## src/rtl/bin2bcd_seq.sv

```systemverilog
// Sequential binary-to-BCD converter (double dabble), one add-3/shift iteration per clock.
// Sits between the binary datapath and the BCD / 7-segment display stage.
module bin2bcd_seq #(
   parameter int N_BITS = 8,
   parameter int DIGITS = 3
) (
   input  logic                  i_clk,
   input  logic                  i_rst,
   input  logic                  i_start,
   input  logic [N_BITS-1:0]     i_bin,
   output logic                  o_busy,
   output logic                  o_done,
   output logic [4*DIGITS-1:0]   o_bcd,
   output logic                  o_dbg_state
);

   // Handshake: i_start is a request sampled only while idle (o_busy low); the
   // request is accepted on that edge and i_bin is captured. o_done is a
   // one-cycle strobe marking the edge on which o_bcd took a new value.

   function automatic longint pow10(input int n);
      longint r;
      r = 1;
      for (int i = 0; i < n; i++) r = r * 10;
      return r;
   endfunction

   localparam longint MAX_BCD = pow10(DIGITS) - 1;
   localparam longint MAX_BIN = (longint'(1) << N_BITS) - 1;
   localparam int     SW      = 4*DIGITS + N_BITS;
   localparam int     CNT_W   = (N_BITS > 1) ? $clog2(N_BITS) : 1;
   localparam logic [CNT_W-1:0] LAST = CNT_W'(N_BITS - 1);

   generate
      if (MAX_BIN > MAX_BCD) begin : g_range_check
         $error("bin2bcd_seq: DIGITS too small to hold 2^N_BITS-1");
      end
   endgenerate

   typedef enum logic {IDLE = 1'b0, CONV = 1'b1} state_t;

   state_t              state, state_next;
   logic [SW-1:0]       scratch, scratch_next;
   logic [SW-1:0]       adj, shifted;
   logic [CNT_W-1:0]    cnt, cnt_next;
   logic                busy_next, done_next;
   logic [4*DIGITS-1:0] bcd_next;

   assign o_dbg_state = state;

   // One double-dabble step: correct any digit >= 5 so the shift carries into the next decade.
   always_comb begin
      adj = scratch;
      for (int d = 0; d < DIGITS; d++) begin
         if (scratch[N_BITS + 4*d +: 4] > 4'd4)
            adj[N_BITS + 4*d +: 4] = scratch[N_BITS + 4*d +: 4] + 4'd3;
      end
      shifted = {adj[SW-2:0], 1'b0};
   end

   always_comb begin
      state_next   = state;
      scratch_next = scratch;
      cnt_next     = cnt;
      busy_next    = o_busy;
      done_next    = 1'b0;
      bcd_next     = o_bcd;
      case (state)
         IDLE: begin
            if (i_start) begin
               scratch_next = {{(4*DIGITS){1'b0}}, i_bin};
               cnt_next     = '0;
               busy_next    = 1'b1;
               state_next   = CONV;
            end
         end
         CONV: begin
            scratch_next = shifted;
            if (cnt == LAST) begin
               // Counter returns to zero rather than counting past the last iteration.
               cnt_next   = '0;
               bcd_next   = shifted[SW-1 -: 4*DIGITS];
               done_next  = 1'b1;
               busy_next  = 1'b0;
               state_next = IDLE;
            end else begin
               cnt_next = cnt + 1'b1;
            end
         end
         default: begin
            state_next = IDLE;
            busy_next  = 1'b0;
         end
      endcase
   end

   always_ff @(posedge i_clk or posedge i_rst) begin
      if (i_rst) begin
         state   <= IDLE;
         scratch <= '0;
         cnt     <= '0;
         o_busy  <= 1'b0;
         o_done  <= 1'b0;
         o_bcd   <= '0;
      end else begin
         state   <= state_next;
         scratch <= scratch_next;
         cnt     <= cnt_next;
         o_busy  <= busy_next;
         o_done  <= done_next;
         o_bcd   <= bcd_next;
      end
   end

endmodule
```

## config.mk

```make
export PLATFORM = sky130hd
export DESIGN_NAME = bin2bcd_seq
export DESIGN_NICKNAME = d
export VERILOG_FILES = /design/src/rtl/bin2bcd_seq.sv
export SDC_FILE = /design/constraint.sdc
export NUM_CORES = 1
export LEC_CHECK = 0
export ABC_CLOCK_PERIOD_IN_PS = 1400
export CORE_UTILIZATION = 55
export CTS_CLUSTER_SIZE = 14
export DETAILED_ROUTE_END_ITERATION = 7
export DONT_BUFFER_PORTS = 1
export GPL_TIMING_DRIVEN = 0
export PLACE_DENSITY = 0.84
export SLEW_MARGIN = 20
export SYNTH_ARGS = -nofsm -noshare
export SYNTH_HDL_FRONTEND = slang
export SYNTH_SLANG_ARGS = --single-unit
```

## constraint.sdc

```tcl
create_clock -name i_clk -period 1.4 [get_ports i_clk]
set_input_delay 0 -clock i_clk [delete_from_list [all_inputs] [get_ports i_clk]]
set_output_delay 0 -clock i_clk [all_outputs]
set_load 0.005 [all_outputs]
```

Word-level counts from Yosys, hierarchy flattened
Cells that the tools add are included.

Bits in registers: 38. Latch bits: 0. Bits in writable memories: 0. Bits in read-only memories: 0. Input port bits: 11. Logic and storage cells: 35. Memories kept: 0.

Add/subtract/negate cells: 4. Multiply operators: 0. Divide/modulo/power cells: 0. $lt $le $gt $ge: 3. Equal/unequal tests: 3. Shift operators: 0. Multiplexer cells: 16. Bitwise gates (word level): 1. Reductions and logical operators: 2.

Operators by type and width (count): 20-bit case mux with 2 select lines (1); 20-bit 2-to-1 mux (1); 4-bit by 3-bit greater-than comparator with 1-bit output (second input constant) (3); 3-bit 2-to-1 mux (3); 4-bit by 2-bit adder with 4-bit output (second input constant) (2); 4-bit 2-to-1 mux (2); 1-bit 2-to-1 mux (6); 3-bit case mux with 2 select lines (1); 1-bit case mux with 2 select lines (2); 2-bit AND reduction (2); 3-bit by 1-bit adder with 3-bit output (second input constant) (1); 3-bit by 2-bit adder with 3-bit output (second input constant) (1); 3-bit equality test (second input constant) (1); 2-bit by 1-bit inequality test with 1-bit output (second input constant) (1); 2-bit inequality test (second input constant) (1); 1-bit NOT (1).

Logic depth before layout (Yosys ltp)
Word-level depth: 3. Mapped depth: 6. Depth with buffers taken out: 6.

Worst setup path after synthesis
Ideal clock, no wire load.

Path type: reg2reg. From: register scratch[8]. To: register scratch[9]. Setup time: 0.120 ns. Data arrival time: 1.251 ns. Data required time: 1.280 ns. Path slack: 0.030 ns. Stages on the path, launching flop included: 6. Clock period less this slack: 1.370 ns. Cells stage by stage: dfrtp_1 inv_1 ha_1 nor2b_4 or3_1 a31o_1.

Longest elaborated chain between the ends: 3. Elaborated cells on any way between the ends: 4. Classes of those cells: 1 x add/sub; 1 x order compare; 2 x mux.

RTL lines: start: declaration (line 43) `logic [SW-1:0] scratch, scratch_next;`; start signal: assignment (line 107) `scratch <= scratch_next;`; 4-bit by 2-bit adder with 4-bit output or 4-bit by 3-bit greater-than comparator with 1-bit output (tied branches) (line 56, 55); 4-bit 2-to-1 mux * (line 55) `if (scratch[N_BITS + 4*d +: 4] > 4'd4)`; 20-bit case mux with 2 select lines * (line 68) `case (state)`.

Every way passes the cells marked *; elsewhere a longest branch is shown, timed or not. A chain may end at the register's enable or synchronous reset.

Worst setup path in the final report
From: register scratch[12]. To: register o_bcd[6].

Longest elaborated chain between the ends: 2. Elaborated cells on any way between the ends: 3. Classes of those cells: 1 x add/sub; 1 x order compare; 1 x mux.

RTL lines: 4-bit by 2-bit adder with 4-bit output or 4-bit by 3-bit greater-than comparator with 1-bit output (tied branches) (line 56, 55); 4-bit 2-to-1 mux * (line 55); end signal: assignment (line 111) `o_bcd <= bcd_next;`; end: declaration (line 13) `output logic [4*DIGITS-1:0] o_bcd,`.

Marked as above.

==> implementation parameters <==
Parameter                              Value

Run status
  Outcome ... finished, final reports clean

Clocking
  Clock insertion delay at the later pin of the skew report ... approximately 0.35 ns
  Clock input transition at the sequential cells of the worst setup and hold paths ... 0.11 ns
  Clock buffers created by TritonCTS ... 5
  Clock H-tree levels ... 2
  TritonCTS sink count ... 38
  Buffer cell driving the clock tree root ... clkbuf_4
  TritonCTS clock tree ... yes
  Largest buffer count on any clock path ... 2

Placement
  Setup slack after placement ... -0.0910 ns
  Post-DP HPWL ... around 2.5 mm
  Routability congestion estimate ... 0.813
  Number of port buffers ... 0

Logic synthesis
  Most common cell in the synthesized netlist ... dfrtp_1
  Post-synthesis cell area ... approximately 1900 um2
  Share of synthesized flip-flops with an asynchronous set or reset ... 100%
  Area leader, netlist ... dfrtp_1
  Mux cell area share after synthesis ... under 10%
  Number of storage elements in the synthesis netlist ... 38
  Largest family of logic cells by synthesized area ... compound AO/OA/AOI/OAI gates
  Area share of the leading cell type in the synthesized netlist ... about 51%
  Fraction of synthesized cell area in xor and xnor cells ... 0%
  Count of different cell masters after synthesis ... 28
  Warnings, synthesis ... 0
  Seq/Total Area, Yosys ... between 50% and 60%
  Primary FF master, synth ... dfrtp_1
  Post-synth EDFFs ... 0
  Adder-cell share of the synthesized area ... 5.35%
  Nets in the synthesized netlist ... a little over 200
  Cell types occupying the most area after synthesis ... dfrtp_1, nand2_1, o21ai_0, ha_1, mux2i_1
  Area fraction in compound gates after synthesis ... 16.6%
  Gate count after technology mapping ... 187
  Simple-Gate Fraction of Synth Area ... between 10% and 20%
  Avg Synthesized Cell Area ... 10.0 um2
  Leading post-synthesis cells by instance count ... dfrtp_1, nand2_1, o21ai_0

Setup path
  Endpoint class of the critical path ... register
  Classification of the worst setup path ... register to register
  Slowest cell on the critical path ... dfrtp_1
  CP cell instances ... inv_2 > ha_4 > nor2b_4 > or3_4 > a31o_1
  Req. time, crit path ... around 1.7 ns
  Top cell family by delay on the critical path ... flip-flops
  Slowest stage delay, CP ... around 0.44 ns
  Arr. time, crit path ... 1.64 ns
  Critical Path Source Type ... register
  Maximum net fanout on the critical path ... 4
  Sum of buffers and inverters on the critical path ... 1

Timing
  Minimum hold slack ... 0.0600 ns
  Final worst clock skew ... 0.0115 ns
  Time the final worst path needs with I/O delays and setup ... about 1.4 ns
  Period utilization ... between 90% and 100%
  Slew at the pin closest to its max-slew limit ... about 0.76 ns
  RSZ-0062 raised after global routing ... true
  Number of max-slew violations in the final report ... 0
  Relative slew slack ... a little under 50%
  Endpoints failing hold ... 0
  Timing-limited maximum frequency ... about 720 MHz
  Total of endpoints with negative setup slack in the final report ... 0
  Setup slack of the critical path after layout ... 0.00456 ns

Route
  Routed WL per cell ... 15.2 um
  Detailed-route vias per instance ... 5.61
  Number of iterations in the first detailed-routing pass ... 4
  Antenna Violating Nets Remaining ... 0
  DRC viols ... 0
  Starting DRT DRC Count ... 56
  Final WL ... 3.89 mm
  DR vias ... around 1400

Power
  Maximum ir drop on the vdd rail ... roughly 1 mV
  Static Leakage ... 0.00102 uW
  Total power divided by cell area ... 2280 nW/um2

Die
  Die Ht ... approximately 60 um
  Number of cell rows ... 20
  Top-level I/O count ... 26
  Horizontal die dimension ... between 60 and 70 um
  Area inside the core boundary ... 3130 um2
  Die outline area ... 3640 um2
  Effective utilization at floorplan ... roughly three fifths

Global route
  Global-route wire length before repair ... approximately 6.3 mm
  Number of antenna violations at the first check in global routing ... 0
  Number of global-route vias before repair ... 1421
  Overflow left after global routing ... 0
  Global-route total usage across every layer ... around 24%
  Largest net degree at the start of global routing ... 39

Layout
  Diode insertion count for antenna repair ... 0
  Share of cells above drive strength 1 ... 20.8%
  Area added between synthesis and finish ... 17.2%
  Number of nets in the layout ... 230

Job
  Max-cap viol count ... 0

Worst hold path
  Hold/Removal Path Class ... primary input to register
-- metrics by stage --
stage / total power (uW) / util (%) / instance area, um2 / std cells / TNS, ns
2_1_floorplan: 3530 / - / 1870 / 187 / 0
3_5_place_dp: 4000 / 61.6 / 1930 / 231 / -0.596
6_report: 5000 / 70.2 / 2190 / 256 / 0
4_1_cts: 4720 / 67.4 / 2110 / 248 / 0
3_3_place_gp: 3850 / 61.6 / 1930 / 231 / -0.250
5_1_grt: 5400 / 70.2 / 2190 / 256 / -0.0995
-- final cells by class --
| class | count | area, um2 |
|---|---|---|
| Sequential cell | 38 | 951 |
| Inverter | 12 | 47.5 |
| Tap cell | 44 | 55.1 |
| Fill cell | 249 | 933 |
| Buffer | 9 | 70.1 |
| Clock buffer | 7 | 55.1 |
| Timing Repair Buffer | 17 | 150 |
| Multi-Input combinational cell | 128 | 861 |
| Clock inverter | 1 | 5.00 |
-- registers in the layout (all words and copies together), names as in the netlist --
signal and flops:
cnt 3, o_done 1, o_busy 1, o_dbg_state 1, scratch 20, o_bcd 12
-- worst paths after layout --
kind,startpoint,cells past startpoint,slack (ns),end
worst min-delay path,i_start,3,0.06,scratch[7]
min in group asynchronous,i_rst,2,0.24,o_bcd[9]
max in group asynchronous,i_rst,2,0.68,cnt[1]
worst max-delay path,scratch[12],5,0.005,o_bcd[6]
worst max register to register,scratch[12],5,0.005,o_bcd[6]
worst min register to register,scratch[5],2,0.51,scratch[6]
-- layout by cell type, fill, tap and decap left out, drive strengths merged --
cell type / count
dfrtp: 38
nand2: 30
o21ai: 21
buf: 16
inv: 12
nor2: 10
mux2i: 10
dlygate4sd3: 9
a31o: 8
ha: 8
clkbuf: 8
a21oi: 7
nor2b: 6
o31ai: 5
nor3: 4
o22ai: 4
or3: 4
and2: 4
o21a: 2
a31oi: 2
and3: 2
nand2b: 1
clkinv: 1
-- timing repair --
action	in CTS	in global routing
pin swaps	2	6
buffers inserted	0	8
setup endpoints to repair	11	12
hold buffers	9	0
gates resized for setup	10	7
gates cloned	0	0
endpoints found under the hold margin	46	0
-- worst reg2reg max path, cell delays in order, from the launching register on --
cell,delay [ns]
dfrtp_1,0.44
inv_2,0.10
ha_4,0.15
nor2b_4,0.05
or3_4,0.34
a31o_1,0.21
-- power breakdown --
part | total [uW] | internal [uW] | switching, uW
logic | 2380 | 1150 | 1230
clock network | 600 | 243 | 357
registers | 2020 | 1610 | 410
-- kinds of logic (layout without fill, tap and decap cells) --
| group | count (synthesis) | in the layout |
|---|---|---|
| adder cells (fa/ha/maj) | 8 | 8 |
| multiplexers | 10 | 10 |
| flip-flops | 38 | 38 |
| AND/OR/NAND/NOR | 61 | 61 |
| AO/OA/AOI/OAI | 49 | 49 |
| buffers and inverters | 21 | 46 |
-- routing by layer --
layer | GRT usage (%) | wire length [um] | up-vias
met5 | 0 | 0 | -
met4 | 14.0 | 73 | 0
met3 | 6.82 | 141 | 8
met2 | 40.0 | 2010 | 32
met1 | 28.0 | 1660 | 701
li1 | - | - | 695
Note: power is estimated with default switching activity, not from simulation.
